## src/rtl/serial_tick_tx.sv

```systemverilog
// rtl/serial_tick_tx.sv - tick-paced serial frame transmitter (even parity with SERIAL_TICK_TX_PARITY_EN)
module serial_tick_tx #(
    parameter int DATA_W    = 8,
    parameter int STOP_BITS = 1
) (
    input  logic              clk,
    input  logic              rst,
    input  logic              tick,
    input  logic [DATA_W-1:0] din,
    input  logic              din_valid,
    output logic              din_ready,
    output logic              txd,
    output logic              busy,
    output logic              done
);

    // Wide enough for up to 9 data bits and for the stop-bit count.
    localparam int CNT_W = 4;

`ifdef SERIAL_TICK_TX_PARITY_EN
    typedef enum logic [2:0] {
        S_IDLE,
        S_START,
        S_DATA,
        S_PARITY,
        S_STOP
    } state_t;
`else
    typedef enum logic [2:0] {
        S_IDLE,
        S_START,
        S_DATA,
        S_STOP
    } state_t;
`endif

    state_t            state_q, state_d;
    logic              tick_q;
    logic [DATA_W-1:0] shift_q, shift_d;
    logic [CNT_W-1:0]  cnt_q, cnt_d;
    logic              txd_q, txd_d;
    logic              done_q, done_d;
    logic              bit_en;

`ifdef SERIAL_TICK_TX_PARITY_EN
    logic              parity_q, parity_d;
`endif

    // One-clk strobe per rising edge of the upstream tick level.
    assign bit_en    = tick & ~tick_q;

    assign din_ready = (state_q == S_IDLE);
    assign busy      = (state_q != S_IDLE);
    assign txd       = txd_q;
    assign done      = done_q;

    // Register state; tick_q resets high so a tick already high at release is not an edge.
    always_ff @(posedge clk or negedge rst) begin
        if (!rst) begin
            state_q  <= S_IDLE;
            tick_q   <= 1'b1;
            shift_q  <= '0;
            cnt_q    <= '0;
            txd_q    <= 1'b1;
            done_q   <= 1'b0;
`ifdef SERIAL_TICK_TX_PARITY_EN
            parity_q <= 1'b0;
`endif
        end else begin
            state_q  <= state_d;
            tick_q   <= tick;
            shift_q  <= shift_d;
            cnt_q    <= cnt_d;
            txd_q    <= txd_d;
            done_q   <= done_d;
`ifdef SERIAL_TICK_TX_PARITY_EN
            parity_q <= parity_d;
`endif
        end
    end

    // Frame sequencing: each symbol advances only on bit_en, so a static tick stalls the frame.
    always_comb begin
        state_d  = state_q;
        shift_d  = shift_q;
        cnt_d    = cnt_q;
        txd_d    = txd_q;
        done_d   = 1'b0;
`ifdef SERIAL_TICK_TX_PARITY_EN
        parity_d = parity_q;
`endif
        case (state_q)
            S_IDLE: begin
                // A bit_en in the accept cycle is deliberately not used; START waits for the next one.
                if (din_valid) begin
                    shift_d  = din;
`ifdef SERIAL_TICK_TX_PARITY_EN
                    parity_d = ^din;
`endif
                    state_d  = S_START;
                end
            end
            S_START: begin
                if (bit_en) begin
                    txd_d   = 1'b0;
                    cnt_d   = '0;
                    state_d = S_DATA;
                end
            end
            S_DATA: begin
                if (bit_en) begin
                    txd_d   = shift_q[0];
                    shift_d = shift_q >> 1;
                    cnt_d   = cnt_q + CNT_W'(1);
                    if (cnt_q == CNT_W'(DATA_W - 1)) begin
                        cnt_d   = '0;
`ifdef SERIAL_TICK_TX_PARITY_EN
                        state_d = S_PARITY;
`else
                        state_d = S_STOP;
`endif
                    end
                end
            end
`ifdef SERIAL_TICK_TX_PARITY_EN
            S_PARITY: begin
                if (bit_en) begin
                    txd_d   = parity_q;
                    cnt_d   = '0;
                    state_d = S_STOP;
                end
            end
`endif
            S_STOP: begin
                // First bit_en raises the line; done comes STOP_BITS bit_en periods later.
                if (bit_en) begin
                    if (cnt_q == CNT_W'(STOP_BITS)) begin
                        done_d  = 1'b1;
                        cnt_d   = '0;
                        state_d = S_IDLE;
                    end else begin
                        txd_d   = 1'b1;
                        cnt_d   = cnt_q + CNT_W'(1);
                    end
                end
            end
            default: begin
                state_d = S_IDLE;
            end
        endcase
    end

endmodule

```

## config.mk

```make
export PLATFORM = sky130hd
export DESIGN_NAME = serial_tick_tx
export DESIGN_NICKNAME = d
export VERILOG_FILES = /design/src/rtl/serial_tick_tx.sv
export SDC_FILE = /design/constraint.sdc
export NUM_CORES = 1
export LEC_CHECK = 0
export ABC_AREA = 1
export BUFFER_PORTS_ARGS = -buffer_cell sky130_fd_sc_hd__buf_2
export CORE_ASPECT_RATIO = 1.25
export CORE_MARGIN = 2
export CORE_UTILIZATION = 58
export CTS_BUF_LIST = sky130_fd_sc_hd__clkbuf_4 sky130_fd_sc_hd__clkbuf_8 sky130_fd_sc_hd__clkbuf_16
export DETAILED_ROUTE_END_ITERATION = 6
export HOLD_SLACK_MARGIN = 0.02
export PLACE_DENSITY = 0.92
export SYNTH_ARGS = -nofsm -noshare
export SYNTH_HDL_FRONTEND = slang
export SYNTH_SLANG_ARGS = --single-unit
```

## constraint.sdc

```tcl
create_clock -name clk -period 2.7 [get_ports clk]
set_clock_uncertainty 0.15 [all_clocks]
set_input_delay 0.54 -clock clk [delete_from_list [all_inputs] [get_ports clk]]
set_output_delay 0.54 -clock clk [all_outputs]
set_load 0.05 [all_outputs]
```

### Word level (Yosys, flattened, before mapping)

Index checks and enable logic that the tools add are counted.

| operators by class | value |
|---|---|
| add/subtract/negate cells | 1 |
| eq/ne operators | 12 |
| mux-type cells | 24 |
| bitwise gates (word level) | 2 |
| reductions and logical operators | 8 |

Operators with widths:

| kind | count |
|---|---|
| 4-bit 2-to-1 mux | 5 |
| 3-bit 2-to-1 mux | 6 |
| 8-bit 2-to-1 mux | 2 |
| 8-bit case mux with 2 select lines | 1 |
| 2-bit != test, second input constant | 7 |
| 3-bit case mux with 4 select lines | 1 |
| 4-bit case mux with 3 select lines | 1 |
| 1-bit 2-to-1 mux | 7 |
| 3-bit by 2-bit equality test with 1-bit output, second input constant | 2 |
| 6-bit AND reduction | 1 |
| 3-bit nonzero test | 2 |
| 5-bit AND reduction | 1 |
| 4-bit by 1-bit adder with 4-bit output, second input constant | 1 |
| 4-bit by 1-bit equality test with 1-bit output, second input constant | 1 |
| 4-bit by 3-bit equality test with 1-bit output, second input constant | 1 |
| 4-bit AND reduction | 1 |
| 3-bit by 1-bit equality test with 1-bit output, second input constant | 1 |
| 3-bit logical NOT | 1 |
| 1-bit case mux with 3 select lines | 1 |
| 3-bit AND reduction | 1 |
| 2-bit nonzero test | 1 |
| 1-bit AND | 1 |
| 1-bit NOT | 1 |

| word-level totals | value |
|---|---|
| bits in registers | 18 |
| input port bits | 12 |
| output and inout bits | 4 |
| word-level logic and storage cells | 53 |

### Logic depth before layout (Yosys ltp)

Gate-level depths: netlist of the first run.

| logic depth | value |
|---|---|
| depth after elaboration | 4 |
| gate-level depth with buffers | 10 |
| mapped depth without buffers | 10 |

### Least setup slack after synthesis of the first run

No wires, ideal clock.

| timing path | value |
|---|---|
| path type | register to register |
| start | register state_q[0] |
| end | register shift_q[1] |
| setup time | 0.119 ns |
| arrival | 1.918 ns |
| data required time | 2.431 ns |
| path slack | 0.513 ns |
| cell stages (with the launch flop) | 9 |
| buffers on the path | 1 |
| clock period less this slack | 2.187 ns |
| cells stage by stage | dfrtp_1 -> inv_1 -> ha_1 -> inv_1 -> nand2_4 -> nand3_4 -> buf_6 -> nand2_1 -> o21ai_2 |

| on the way | value |
|---|---|
| word-level cells in the longest chain between the ends | 3 |
| elaborated cells between the ends (all ways) | 7 |
| classes of those cells | eq/ne: 3; mux: 1; reduce/logical: 3 |

RTL lines:

| what | line | text |
|---|---|---|
| from (decl) | 37 | `state_t state_q, state_d;` |
| from (signal assigned) | 70 | `state_q <= state_d;` |
| 3-bit logical NOT * | - |  |
| net din_ready | 11 | `output logic din_ready,` |
| 2-bit != test (no source line) / 2-bit nonzero test (equally long branches) | - |  |
| 3-bit AND reduction (no source line) | - |  |
| to (signal assigned) | 72 | `shift_q <= shift_d;` |
| to (decl) | 39 | `logic [DATA_W-1:0] shift_q, shift_d;` |

Mark *: on every way through the listed nets, which the timed path passes. The rest lies on a longest branch.
A chain may end at the register's enable or synchronous reset.

### Worst setup path after layout of the first run

| timing path | value |
|---|---|
| start | register state_q[0] |
| end | output port busy |

| on the way | value |
|---|---|
| word-level cells in the longest chain between the ends | 1 |

RTL lines:

| what | line | text |
|---|---|---|
| 3-bit nonzero test | 53 | `assign busy = (state_q != S_IDLE);` |
| to (decl) | 13 | `output logic busy,` |

Every way passes these cells.

==> results_tabular.tex, run 1 <==
\begin{tabular}{lr}
\hline
Metric & Value \\
\hline
\multicolumn{2}{l}{\textbf{Critical path}} \\
\quad Critical path's top delay family & buffers and inverters \\
\quad Arrival time of the worst setup path & 1.40 ns \\
\quad Type of origin of the critical path & register \\
\quad Library cell contributing the largest single delay on the critical path & sky130\_fd\_sc\_hd\_\_dfrtp\_1 \\
\quad Buffers \& Inverters on Critical Path & 3 \\
\quad Worst Setup Path Type & register to output port \\
\quad Data required time of the critical path & 2.01 ns \\
\quad Kind of end point of the critical path & output port \\
\quad Largest fanout of any net on the critical path & 4 \\
\quad Critical path cell sequence & inv\_1 -> ha\_1 -> inv\_1 -> buf\_2 \\
\quad Cell mode on critical path & sky130\_fd\_sc\_hd\_\_inv\_1 \\
\quad Slowest stage delay, CP & 0.40 ns \\
\multicolumn{2}{l}{\textbf{Layout}} \\
\quad Number of nets in the finished design & 157 \\
\quad Final std cells w/o fill & 155 \\
\quad FF+latch area & 428 um\^{}2 \\
\quad Number of antenna repair diodes & 0 \\
\quad Filler cell count in the final layout & 122 \\
\quad Synth-to-layout area growth & 11.4\% \\
\quad Share of post-route cells with drive strength above 1 & 23.4\% \\
\quad Multi-input gate area in the final layout & 499 um\^{}2 \\
\multicolumn{2}{l}{\textbf{Power and ir drop}} \\
\quad Internal Pwr Total & 644 uW \\
\quad Switching portion of total power & 48.1\% \\
\quad Power Dens Cells & 1110 nW/um\^{}2 \\
\quad Static leakage power & 0.000615 uW \\
\quad Share of power burned in combinational logic & 55.6\% \\
\quad Portion of total power attributed to sequential cells & 32.5\% \\
\quad Worst VDD drop & 0.807 mV \\
\quad Psw & 598 uW \\
\quad Clk pwr share & 11.8\% \\
\multicolumn{2}{l}{\textbf{STA}} \\
\quad Setup violation total in the final timing report & 0 \\
\quad FMAX & 479 MHz \\
\quad Minimum setup slack in the final design & 0.613 ns \\
\quad Hold Worst Slack & 0.196 ns \\
\quad Final count of pins violating max slew & 0 \\
\quad Final-layout setup total negative slack & 0 ns \\
\quad RSZ-0062 raised after global routing & no \\
\quad Final critical path time including I/O delays and setup & 2.09 ns \\
\quad Tightest Pin Transition & 0.610 ns \\
\quad Final-report hold violation count & 0 \\
\quad Post-route clock period utilization & 77.3\% \\
\quad Slew margin rel. & 59.3\% \\
\multicolumn{2}{l}{\textbf{Yosys}} \\
\quad XOR/XNOR Fraction of Synth Area & 0.871\% \\
\quad Cells taking the most area after synthesis & sky130\_fd\_sc\_hd\_\_dfrtp\_1, sky130\_fd\_sc\_hd\_\_nand2\_1, sky130\_fd\_sc\_hd\_\_ha\_1 \\
\quad Seq/Total Area, Yosys & 42.5\% \\
\quad Fraction of the mapped netlist area in simple logic gates & 27.9\% \\
\quad Number of synthesized register bits & 17 \\
\quad Mapped Nets & 138 \\
\quad Main combinational cell family by area after synthesis & simple AND/OR/NAND/NOR gates \\
\quad Mux contribution to synthesized area & 6.97\% \\
\quad Complex-gate fraction of the synthesized area & 5.22\% \\
\quad Count of synthesis-stage warnings from yosys & 0 \\
\quad Synthesized instance count & 119 \\
\quad Adder-cell share of the synthesized area & 8.71\% \\
\quad Area of the mapped netlist & 1010 um\^{}2 \\
\quad Synth area leader & sky130\_fd\_sc\_hd\_\_dfrtp\_1 \\
\quad Share of the synthesized area in the top cell type & 37.3\% \\
\quad Avg Inst Size Synth & 8.45 um\^{}2 \\
\quad Cell variety after synth & 20 \\
\multicolumn{2}{l}{\textbf{Die}} \\
\quad Die width & 41.3 um \\
\quad Die H & 50.6 um \\
\quad Starting utilization of the core area & 62.8\% \\
\quad Die Outline Area & 2090 um\^{}2 \\
\quad Top-Level Pins & 16 \\
\quad Placement row count & 16 \\
\quad Core Area & 1600 um\^{}2 \\
\multicolumn{2}{l}{\textbf{Routing}} \\
\quad Number of vias per cell & 5.10 \\
\quad Routed Wire Length & 1.77 mm \\
\quad Routed len/inst & 11.4 um \\
\quad Drt first pass iters & 7 \\
\quad Post-route DRC & 0 \\
\quad Routed via count & 791 \\
\quad Final ANT Viol Nets & 0 \\
\quad Starting DRT DRC Count & 4 \\
\multicolumn{2}{l}{\textbf{Worst hold path}} \\
\quad Worst hold-check path type & input pin to register \\
\multicolumn{2}{l}{\textbf{Clocking}} \\
\quad Post-CTS Repair Setup Buffers & 0 \\
\quad Clock buffer depth & 2 \\
\quad Clock-pin slew of the registers on the worst-case setup and hold paths & 0.09 ns \\
\quad TritonCTS clock tree & built \\
\quad Number of buffers inserted for hold repair after clock tree synthesis & 1 \\
\quad \# resized after CTS & 0 \\
\quad CTS root buffer & sky130\_fd\_sc\_hd\_\_clkbuf\_4 \\
\quad Clock latency of the later-clocked register in the worst-skew pair & 0.29 ns \\
\quad H-Tree Level Count & 1 \\
\quad Number of buffers created by CTS & 3 \\
\quad Clock tree sinks & 17 \\
\multicolumn{2}{l}{\textbf{Status}} \\
\quad Outcome & complete, no violations \\
\multicolumn{2}{l}{\textbf{GRT}} \\
\quad Number of global-route vias before repair & 742 \\
\quad Number of antenna violations at the first check in global routing & 0 \\
\quad Global router's overall resource usage & 21.6\% \\
\quad Gr ovfl total & 0 \\
\quad Wire length of the first global-routing pass & 3.09 mm \\
\quad Largest net degree at the start of global routing & 18 \\
\multicolumn{2}{l}{\textbf{Placed design}} \\
\quad Placed cell count & 150 \\
\quad Placed wire-length estimate & 1.39 mm \\
\quad Buffers on Ports & 15 \\
\quad Pre-CTS setup slack & 0.759 ns \\
\quad Gp weighted congestion & 0.785 \\
\multicolumn{2}{l}{\textbf{Job}} \\
\quad Reported max-cap violation count & 0 \\
\hline
\end{tabular}
worst reg2reg max path, delay by kind of cell (launching register included):
kind          cells  cell delay, ns
simple gates      4            0.48
flops             1            0.42
buf+inv           2            0.22
fa+ha+maj         1            0.56
state kept, by name, summed over array words and instances (netlist names):
| register | cells |
|---|---|
| cnt_q | 4 |
| txd | 1 |
| done | 1 |
| shift_q | 8 |
| tick_q | 1 |
| state_q | 2 |
synthesized netlist by cell type:
library cell              count
sky130_fd_sc_hd__nand3_1      9
sky130_fd_sc_hd__nand3_2      1
sky130_fd_sc_hd__nor2_1       7
sky130_fd_sc_hd__inv_2        2
sky130_fd_sc_hd__ha_1         7
sky130_fd_sc_hd__nand2_1     37
sky130_fd_sc_hd__nand3_4      1
sky130_fd_sc_hd__o21ai_1      6
sky130_fd_sc_hd__dfrtp_1     15
sky130_fd_sc_hd__nand4_1      1
sky130_fd_sc_hd__nor2_2       1
sky130_fd_sc_hd__xor2_1       1
sky130_fd_sc_hd__o21ai_2      2
sky130_fd_sc_hd__buf_6        2
sky130_fd_sc_hd__o21ai_0      1
sky130_fd_sc_hd__inv_1       13
sky130_fd_sc_hd__mux2i_1      7
sky130_fd_sc_hd__dfstp_2      2
sky130_fd_sc_hd__nand2_4      1
sky130_fd_sc_hd__nand2_2      3
through the flow:
stage               cell area, um^2  total power, uW  util [%]
CTS                            1120             1250      70.0
global route                   1120             1350      70.0
detailed placement             1080             1100      67.5
global placement               1080             1070      67.5
floorplan                      1010             1010         -
finish                         1120             1240      70.0
layer usage:
metal | vias up | track usage [%] | part of all wire, %
met3 | 5 | 2.65 | 3.9
met1 | 353 | 30.2 | 43
met5 | - | 0 | 0
li1 | 415 | - | -
met4 | 0 | 9.68 | 2.3
met2 | 18 | 32.3 | 51
kinds of logic after synthesis:
group / count (synthesis)
adders and majority gates: 7
and+or+nand+nor: 61
muxes: 7
DFF: 17
buffers and inverters: 17
AOI/OAI and AO/OA: 9
xor gates and xnor gates: 1
power groups by stage:
stage / logic, uW / registers, uW / clock network (uW)
final: 691 / 404 / 147
after global routing: 779 / 412 / 161
after CTS: 696 / 403 / 153
after detailed placement: 694 / 407 / 0
after global placement: 669 / 401 / 0
after floorplan: 596 / 411 / 0
final timing paths:
kind                                 start        to  slack (ns)  cells past startpoint
worst min-delay path                  tick    tick_q        0.20                      1
worst max-delay path            state_q[0]      busy        0.61                      4
worst max register to register  state_q[0]  cnt_q[0]        0.77                      7
max in group asynchronous              rst    tick_q        1.55                      2
min in group asynchronous              rst  cnt_q[1]        0.53                      2
worst min register to register         txd       txd        0.35                      2
layout make-up:
cell class,instances,area share (%)
Clock buffer,4,2.68
Inverter,15,5.02
Multi-Input combinational cell,85,44.5
Sequential cell,17,38.2
Tap cell,18,2.01
Timing Repair Buffer,16,7.59
cells in the final DEF (no fill, tap or decap):
master	n
sky130_fd_sc_hd__nand2_1	37
sky130_fd_sc_hd__dfrtp_1	15
sky130_fd_sc_hd__buf_2	15
sky130_fd_sc_hd__inv_1	13
sky130_fd_sc_hd__nand3_1	9
sky130_fd_sc_hd__nor2_1	7
sky130_fd_sc_hd__mux2i_1	7
sky130_fd_sc_hd__ha_1	7
sky130_fd_sc_hd__o21ai_1	6
sky130_fd_sc_hd__clkbuf_4	4
sky130_fd_sc_hd__nand2_2	3
sky130_fd_sc_hd__inv_2	2
sky130_fd_sc_hd__o21ai_2	2
sky130_fd_sc_hd__dfstp_2	2
sky130_fd_sc_hd__nand2_4	1
sky130_fd_sc_hd__nand3_4	1
sky130_fd_sc_hd__xor2_1	1
sky130_fd_sc_hd__nand3_2	1
sky130_fd_sc_hd__nor2_2	1
sky130_fd_sc_hd__nand4_1	1
sky130_fd_sc_hd__o21ai_0	1
sky130_fd_sc_hd__dlygate4sd3_1	1
No activity file was read; power rests on OpenSTA's default activity.
==> run 2, diff against run 1 <==
Settings changed: CORE_UTILIZATION 58 to 54, PLACE_DENSITY 0.92 to 0.88.
Clock period 2.7 ns to 2.1 ns, I/O delays scaled along.
==> run 2 against run 1 <==
- critical endpoint unchanged
- clock power grew 28%
- flip-flop and latch count unchanged
- routed wire length is 4.8% higher
- final area is 1.0% higher
- register-to-register slack got worse by 0.31 ns
- die area is 6.7% higher
- via count grew 6.8%
- critical path type unchanged
- non-clock buffer count grew 1
- sequential power grew 28%
- hold slack worse by 0.11 ns
==> results_tabular.tex, run 2 (synthesis gave the netlist of run 1 again) <==
\begin{tabular}{lr}
\hline
Metric & Value \\
\hline
\multicolumn{2}{l}{\textbf{Critical path}} \\
\quad Reg2Reg Capture Point & cnt\_q[1] \\
\quad Reg2reg setup slack & 0.46 ns (-0.31 ns) \\
\quad Type of origin of the critical path & register \\
\quad Largest fanout of any net on the critical path & 4 (unchanged) \\
\quad Critical path launch point & state\_q[0] \\
\quad Worst Setup Path Type & register to output port \\
\quad Kind of end point of the critical path & output port \\
\quad Worst reg2reg startpoint & state\_q[0] \\
\quad Arrival time of the worst setup path & 1.37 ns (-0.03 ns) \\
\quad Worst reg-to-reg path cell count & 8 (+1) \\
\quad Data required time of the critical path & 1.53 ns (-0.48 ns) \\
\multicolumn{2}{l}{\textbf{Placed design}} \\
\quad Placed wire-length estimate & 1.38 mm (-0.87\%) \\
\quad Post-DP Area & 1090 um\^{}2 (+1.0\%) \\
\quad Buffers on Ports & 15 (unchanged) \\
\quad Gp weighted congestion & 0.750 (-4.4\%) \\
\quad Pre-CTS setup slack & 0.477 ns (-0.282 ns) \\
\multicolumn{2}{l}{\textbf{Layout}} \\
\quad Leading cell type in the layout, fill and taps excluded & sky130\_fd\_sc\_hd\_\_nand2\_1 \\
\quad Share of post-route cells with drive strength above 1 & 24.6\% (+1.3 points) \\
\quad Register containing the most flip-flops in the final layout & shift\_q \\
\quad Number of antenna repair diodes & 0 (unchanged) \\
\quad Number of nets in the finished design & 158 (+0.64\%) \\
\quad Largest register FFs & 8 (unchanged) \\
\quad Filler cell count in the final layout & 145 (+19\%) \\
\quad Final cell area excluding filler cells & 1130 um\^{}2 (+1.0\%) \\
\quad Synth-to-layout area growth & 12.6\% \\
\quad Top library cells by usage in the layout, fill and taps aside & sky130\_fd\_sc\_hd\_\_nand2\_1, sky130\_fd\_sc\_hd\_\_dfrtp\_1, sky130\_fd\_sc\_hd\_\_buf\_2 \\
\quad Biggest registers after layout & shift\_q x8, cnt\_q x4, state\_q x2 \\
\multicolumn{2}{l}{\textbf{GRT}} \\
\quad Number of global-route vias before repair & 784 (+5.7\%) \\
\quad Global router's overall resource usage & 19.9\% (-1.7 points) \\
\quad Gr ovfl total & 0 (unchanged) \\
\quad Number of antenna violations at the first check in global routing & 0 (unchanged) \\
\quad Wire length of the first global-routing pass & 3.25 mm (+5.1\%) \\
\quad Largest net degree at the start of global routing & 18 (unchanged) \\
\multicolumn{2}{l}{\textbf{STA}} \\
\quad Final count of pins violating max slew & 0 (unchanged) \\
\quad FMAX & 515 MHz \\
\quad Setup violation total in the final timing report & 0 (unchanged) \\
\quad Hold Worst Slack & 0.0821 ns (-0.114 ns) \\
\quad Final critical path time including I/O delays and setup & 1.94 ns \\
\quad Final-report hold violation count & 0 (unchanged) \\
\quad Post-route clock period utilization & 92.4\% \\
\quad Final-layout setup total negative slack & 0 ns (unchanged) \\
\quad RSZ-0062 raised after global routing & no \\
\quad Slew margin rel. & 74.2\% (+15 points) \\
\quad Minimum setup slack in the final design & 0.160 ns (-0.453 ns) \\
\quad Tightest Pin Transition & 0.387 ns (-0.223 ns) \\
\multicolumn{2}{l}{\textbf{Clocking}} \\
\quad H-Tree Level Count & 1 (unchanged) \\
\quad TritonCTS clock tree & built \\
\quad CTS root buffer & sky130\_fd\_sc\_hd\_\_clkbuf\_4 \\
\quad Number of buffers created by CTS & 3 (unchanged) \\
\quad Clock latency of the later-clocked register in the worst-skew pair & 0.29 ns (about the same) \\
\quad Clock tree sinks & 17 (unchanged) \\
\quad Post-CTS Repair Setup Buffers & 0 (unchanged) \\
\quad Clock-pin slew of the registers on the worst-case setup and hold paths & 0.09 ns (about the same) \\
\quad Clock buffer depth & 2 (unchanged) \\
\multicolumn{2}{l}{\textbf{Status}} \\
\quad Outcome & complete, no violations \\
\multicolumn{2}{l}{\textbf{Routing}} \\
\quad Post-route DRC & 0 (unchanged) \\
\quad Routed len/inst & 11.8 um (+3.4\%) \\
\quad Starting DRT DRC Count & 23 (+19) \\
\quad Final ANT Viol Nets & 0 (unchanged) \\
\quad Routed Wire Length & 1.85 mm (+4.8\%) \\
\quad Drt first pass iters & 4 (-3) \\
\quad Routed via count & 845 (+6.8\%) \\
\quad Number of vias per cell & 5.38 (+5.5\%) \\
\multicolumn{2}{l}{\textbf{Die}} \\
\quad Die width & 42.6 um (+3.3\%) \\
\quad Starting utilization of the core area & 57.0\% (-5.8 points) \\
\quad Die Outline Area & 2230 um\^{}2 (+6.7\%) \\
\quad Placement row count & 17 (+1) \\
\quad Die H & 52.3 um (+3.4\%) \\
\quad Top-Level Pins & 16 (unchanged) \\
\quad Core Area & 1770 um\^{}2 (+10\%) \\
\multicolumn{2}{l}{\textbf{Worst hold path}} \\
\quad Hold-critical path depth & 1 (unchanged) \\
\quad Start point of the worst hold path & tick \\
\quad Min-Delay Endpoint & tick\_q \\
\quad Worst hold-check path type & input pin to register \\
\multicolumn{2}{l}{\textbf{Power and ir drop}} \\
\quad Power Dens Cells & 1430 nW/um\^{}2 (+29\%) \\
\quad Worst VDD drop & 1.03 mV (+28\%) \\
\quad Static leakage power & 0.000619 uW (+0.62\%) \\
\quad Overall power of the completed layout & 1620 uW (+30\%) \\
\multicolumn{2}{l}{\textbf{Job}} \\
\quad Reported max-cap violation count & 0 (unchanged) \\
\hline
\end{tabular}
run 2: cell count changes in the layout (fill, tap and decap cells not counted):
cell | before | now
sky130_fd_sc_hd__buf_4 | 0 | 1
sky130_fd_sc_hd__ha_1 | 7 | 6
sky130_fd_sc_hd__ha_2 | 0 | 1
run 2: metal layers:
layer	track usage, %	vias to the layer above	wire, um
li1	-	412	-
met1	23.5	402	808
met2	33.1	27	949
met3	4.14	4	66
met4	12.0	0	26
met5	0	-	0
run 2: what timing repair did:
item,in CTS,in global routing
hold endpoints to repair,15,0
hold buffers,1,0
resized for setup,0,0
run 2: how the worst max path moves through the flow:
| stage | cells after the start | slack [ns] | end |
|---|---|---|---|
| 6_report | 4 | 0.16 | busy |
| 5_1_grt | 4 | 0.08 | busy |
| 4_1_cts | 4 | 0.15 | busy |
| 3_5_place_dp | 8 | 0.48 | state_q[1] |
| 3_3_place_gp | 4 | 0.51 | busy |
| 2_1_floorplan | 8 | 0.14 | shift_q[1] |
run 2: per-stage QoR:
step,utilization [%],instances
after CTS,64.1,157
final,64.1,157
after global placement,61.9,152
after global routing,64.1,157
after detailed placement,61.9,152
after floorplan,-,119
run 2: layout make-up:
| class | instances | area [um^2] | share of cell area (%) |
|---|---|---|---|
| Clock buffer | 4 | 30.0 | 2.65 |
| Timing Repair Buffer | 17 | 92.6 | 8.18 |
| Tap cell | 19 | 23.8 | 2.10 |
| Multi-Input combinational cell | 85 | 502 | 44.3 |
| Inverter | 15 | 56.3 | 4.97 |
| Sequential cell | 17 | 428 | 37.8 |
run 2: report_power, final:
| group | switching [uW] | total (uW) | internal, uW | leakage [uW] |
|---|---|---|---|---|
| Sequential | 71.2 | 517 | 446 | 0.000214 |
| Clock | 101 | 188 | 86.9 | 0.0000184 |
| Combinational | 606 | 914 | 308 | 0.000386 |
| Total | 778 | 1620 | 841 | 0.000619 |
run 2: critical path: stages, from the launching register on:
cell                      delay, ns
sky130_fd_sc_hd__dfrtp_1       0.41
sky130_fd_sc_hd__inv_1         0.09
sky130_fd_sc_hd__ha_2          0.21
sky130_fd_sc_hd__inv_1         0.10
sky130_fd_sc_hd__buf_2         0.27
==> run 3, diff against run 2 <==
Settings changed: GPL_TIMING_DRIVEN set to 0.
==> run 3 against run 2 <==
- critical path depth did not move
- final cell count grew 0.64%
- final area grew 1.1%
- global-route usage decreased by 2.4 points
- total power rose by 0.86%
- sequential share of layout area shrank 0.41 points
- sequential power barely moved
- largest cell class unchanged
- clock power fell by 10%
- largest power group unchanged
==> results_tabular.tex, run 3 (synthesis gave the netlist of run 1 again) <==
\begin{tabular}{lr}
\hline
Metric & Value \\
\hline
\multicolumn{2}{l}{\textbf{Die}} \\
\quad Die width & 42.6 um (unchanged) \\
\quad Placement row count & 17 (unchanged) \\
\quad Die H & 52.3 um (unchanged) \\
\quad Top-Level Pins & 16 (unchanged) \\
\quad Core Area & 1770 um\^{}2 (unchanged) \\
\quad Die Outline Area & 2230 um\^{}2 (unchanged) \\
\quad Starting utilization of the core area & 57.0\% (unchanged) \\
\multicolumn{2}{l}{\textbf{STA}} \\
\quad Final count of pins violating max slew & 0 (unchanged) \\
\quad Slew margin rel. & 74.7\% (+0.56 points) \\
\quad Setup violation total in the final timing report & 0 (unchanged) \\
\quad Final critical path time including I/O delays and setup & 1.95 ns (+0.00998 ns) \\
\quad Tightest Pin Transition & 0.379 ns (-0.00846 ns) \\
\quad Final-report hold violation count & 0 (unchanged) \\
\quad Post-route clock period utilization & 92.9\% (+0.48 points) \\
\quad FMAX & 513 MHz (-0.51\%) \\
\quad RSZ-0062 raised after global routing & no \\
\quad Final-layout setup total negative slack & 0 ns (unchanged) \\
\quad Hold Worst Slack & 0.0914 ns (+0.00935 ns) \\
\multicolumn{2}{l}{\textbf{Layout}} \\
\quad Register containing the most flip-flops in the final layout & shift\_q \\
\quad Top library cells by usage in the layout, fill and taps aside & sky130\_fd\_sc\_hd\_\_nand2\_1, sky130\_fd\_sc\_hd\_\_dfrtp\_1, sky130\_fd\_sc\_hd\_\_buf\_2 \\
\quad Biggest registers after layout & shift\_q x8, cnt\_q x4, state\_q x2 \\
\quad Number of antenna repair diodes & 0 (unchanged) \\
\quad Leading cell type in the layout, fill and taps excluded & sky130\_fd\_sc\_hd\_\_nand2\_1 \\
\quad Final core utilization & 64.8\% (+0.71 points) \\
\quad Synth-to-layout area growth & 13.8\% \\
\quad Multi-input gate area in the final layout & 502 um\^{}2 (unchanged) \\
\quad FF+latch area & 428 um\^{}2 (unchanged) \\
\quad Final cell area excluding filler cells & 1140 um\^{}2 (+1.1\%) \\
\quad Largest register FFs & 8 (unchanged) \\
\quad Share of post-route cells with drive strength above 1 & 25.2\% (+0.54 points) \\
\quad Number of nets in the finished design & 159 (+0.63\%) \\
\quad Filler cell count in the final layout & 143 (-1.4\%) \\
\multicolumn{2}{l}{\textbf{Clocking}} \\
\quad H-Tree Level Count & 1 (unchanged) \\
\quad TritonCTS clock tree & built \\
\quad Number of buffers created by CTS & 3 (unchanged) \\
\quad Clock buffer depth & 2 (unchanged) \\
\quad CTS root buffer & sky130\_fd\_sc\_hd\_\_clkbuf\_4 \\
\quad Clock tree sinks & 17 (unchanged) \\
\quad Post-CTS Repair Setup Buffers & 0 (unchanged) \\
\quad Clock-pin slew of the registers on the worst-case setup and hold paths & 0.09 ns (about the same) \\
\quad Clock latency of the later-clocked register in the worst-skew pair & 0.29 ns (about the same) \\
\multicolumn{2}{l}{\textbf{Critical path}} \\
\quad Cell mode on critical path & sky130\_fd\_sc\_hd\_\_inv\_1 \\
\quad Buffers \& Inverters on Critical Path & 3 (unchanged) \\
\quad Largest fanout of any net on the critical path & 4 (unchanged) \\
\quad Type of origin of the critical path & register \\
\quad Slowest stage delay, CP & 0.41 ns (about the same) \\
\quad Worst Setup Path Type & register to output port \\
\quad Critical path's top delay family & buffers and inverters \\
\quad Library cell contributing the largest single delay on the critical path & sky130\_fd\_sc\_hd\_\_dfrtp\_1 \\
\quad Kind of end point of the critical path & output port \\
\quad Worst reg-to-reg path cell count & 7 (-1) \\
\quad Reg2reg setup slack & 0.47 ns (about the same) \\
\quad Worst reg2reg startpoint & state\_q[0] \\
\quad Data required time of the critical path & 1.53 ns (about the same) \\
\quad Critical path cell sequence & inv\_1 -> ha\_2 -> inv\_1 -> buf\_2 \\
\quad Arrival time of the worst setup path & 1.38 ns (about the same) \\
\quad Reg2Reg Capture Point & txd \\
\multicolumn{2}{l}{\textbf{Status}} \\
\quad Outcome & complete, no violations \\
\multicolumn{2}{l}{\textbf{Job}} \\
\quad Reported max-cap violation count & 0 (unchanged) \\
\multicolumn{2}{l}{\textbf{Worst hold path}} \\
\quad Start point of the worst hold path & tick \\
\quad Hold-critical path depth & 1 (unchanged) \\
\quad Worst hold-check path type & input pin to register \\
\quad Min-Delay Endpoint & tick\_q \\
\multicolumn{2}{l}{\textbf{Routing}} \\
\quad Final ANT Viol Nets & 0 (unchanged) \\
\quad Routed len/inst & 10.9 um (-7.3\%) \\
\quad Number of vias per cell & 5.11 (-5.0\%) \\
\quad Starting DRT DRC Count & 21 (-8.7\%) \\
\quad Post-route DRC & 0 (unchanged) \\
\quad Routed via count & 808 (-4.4\%) \\
\quad Drt first pass iters & 4 (unchanged) \\
\quad Routed Wire Length & 1.73 mm (-6.8\%) \\
\multicolumn{2}{l}{\textbf{GRT}} \\
\quad Global router's overall resource usage & 17.5\% (-2.4 points) \\
\quad Number of antenna violations at the first check in global routing & 0 (unchanged) \\
\quad Wire length of the first global-routing pass & 2.88 mm (-11\%) \\
\quad Number of global-route vias before repair & 685 (-13\%) \\
\quad Gr ovfl total & 0 (unchanged) \\
\quad Largest net degree at the start of global routing & 18 (unchanged) \\
\multicolumn{2}{l}{\textbf{Power and ir drop}} \\
\quad Worst VDD drop & 1.06 mV (+2.3\%) \\
\quad Power Dens Cells & 1430 nW/um\^{}2 (-0.24\%) \\
\quad Static leakage power & 0.000625 uW (+1.0\%) \\
\multicolumn{2}{l}{\textbf{Placed design}} \\
\quad Placed wire-length estimate & 1.33 mm (-3.5\%) \\
\quad Post-DP Area & 1110 um\^{}2 (+1.4\%) \\
\quad Buffers on Ports & 15 (unchanged) \\
\quad Gp weighted congestion & 0.738 (-1.5\%) \\
\hline
\end{tabular}
## run 3: cell type report
type / instances / area share [%]
well taps: 19 / 2.08
flip-flops and latches: 17 / 37.4
plain buffers: 2 / 1.97
repair buffers: 16 / 7.43
clock inverters: 1 / 0.437
clock buffers: 3 / 1.97
multi-input cells: 85 / 43.8
inverters: 15 / 4.92
## run 3: what timing repair did
| item | in CTS | in global routing |
|---|---|---|
| hold buffers | 1 | 0 |
| resized for setup | 0 | 0 |
| hold endpoints to repair | 15 | 0 |
## run 3: how the worst max path moves through the flow
stage,cells past startpoint,from,endpoint,slack (ns)
5_1_grt,4,state_q[0],busy,0.07
6_report,4,state_q[0],busy,0.15
3_3_place_gp,4,state_q[0],busy,0.50
2_1_floorplan,8,state_q[0],shift_q[1],0.14
3_5_place_dp,4,state_q[0],busy,0.46
4_1_cts,4,state_q[0],busy,0.13
## run 3: report_power, final
part	switching, uW	internal [uW]
combinational	607	339
clock	98.1	70.9
sequential	72.2	446
total	777	856
## run 3: metal layers
metal / vias to the layer above / track usage, % / part of all wire, %
met5: - / 0 / 0
met4: 0 / 10.9 / 2.0
met3: 4 / 2.07 / 2.2
met2: 15 / 30.3 / 53
met1: 377 / 20.5 / 43
li1: 412 / - / -
## run 3: stage by stage
stage	setup slack, ns	instances	total power [uW]
final	0.150	158	1630
after global routing	0.0660	158	1780
after CTS	0.131	158	1650
after detailed placement	0.461	153	1470
after global placement	0.496	153	1430
after floorplan	0.142	119	1300
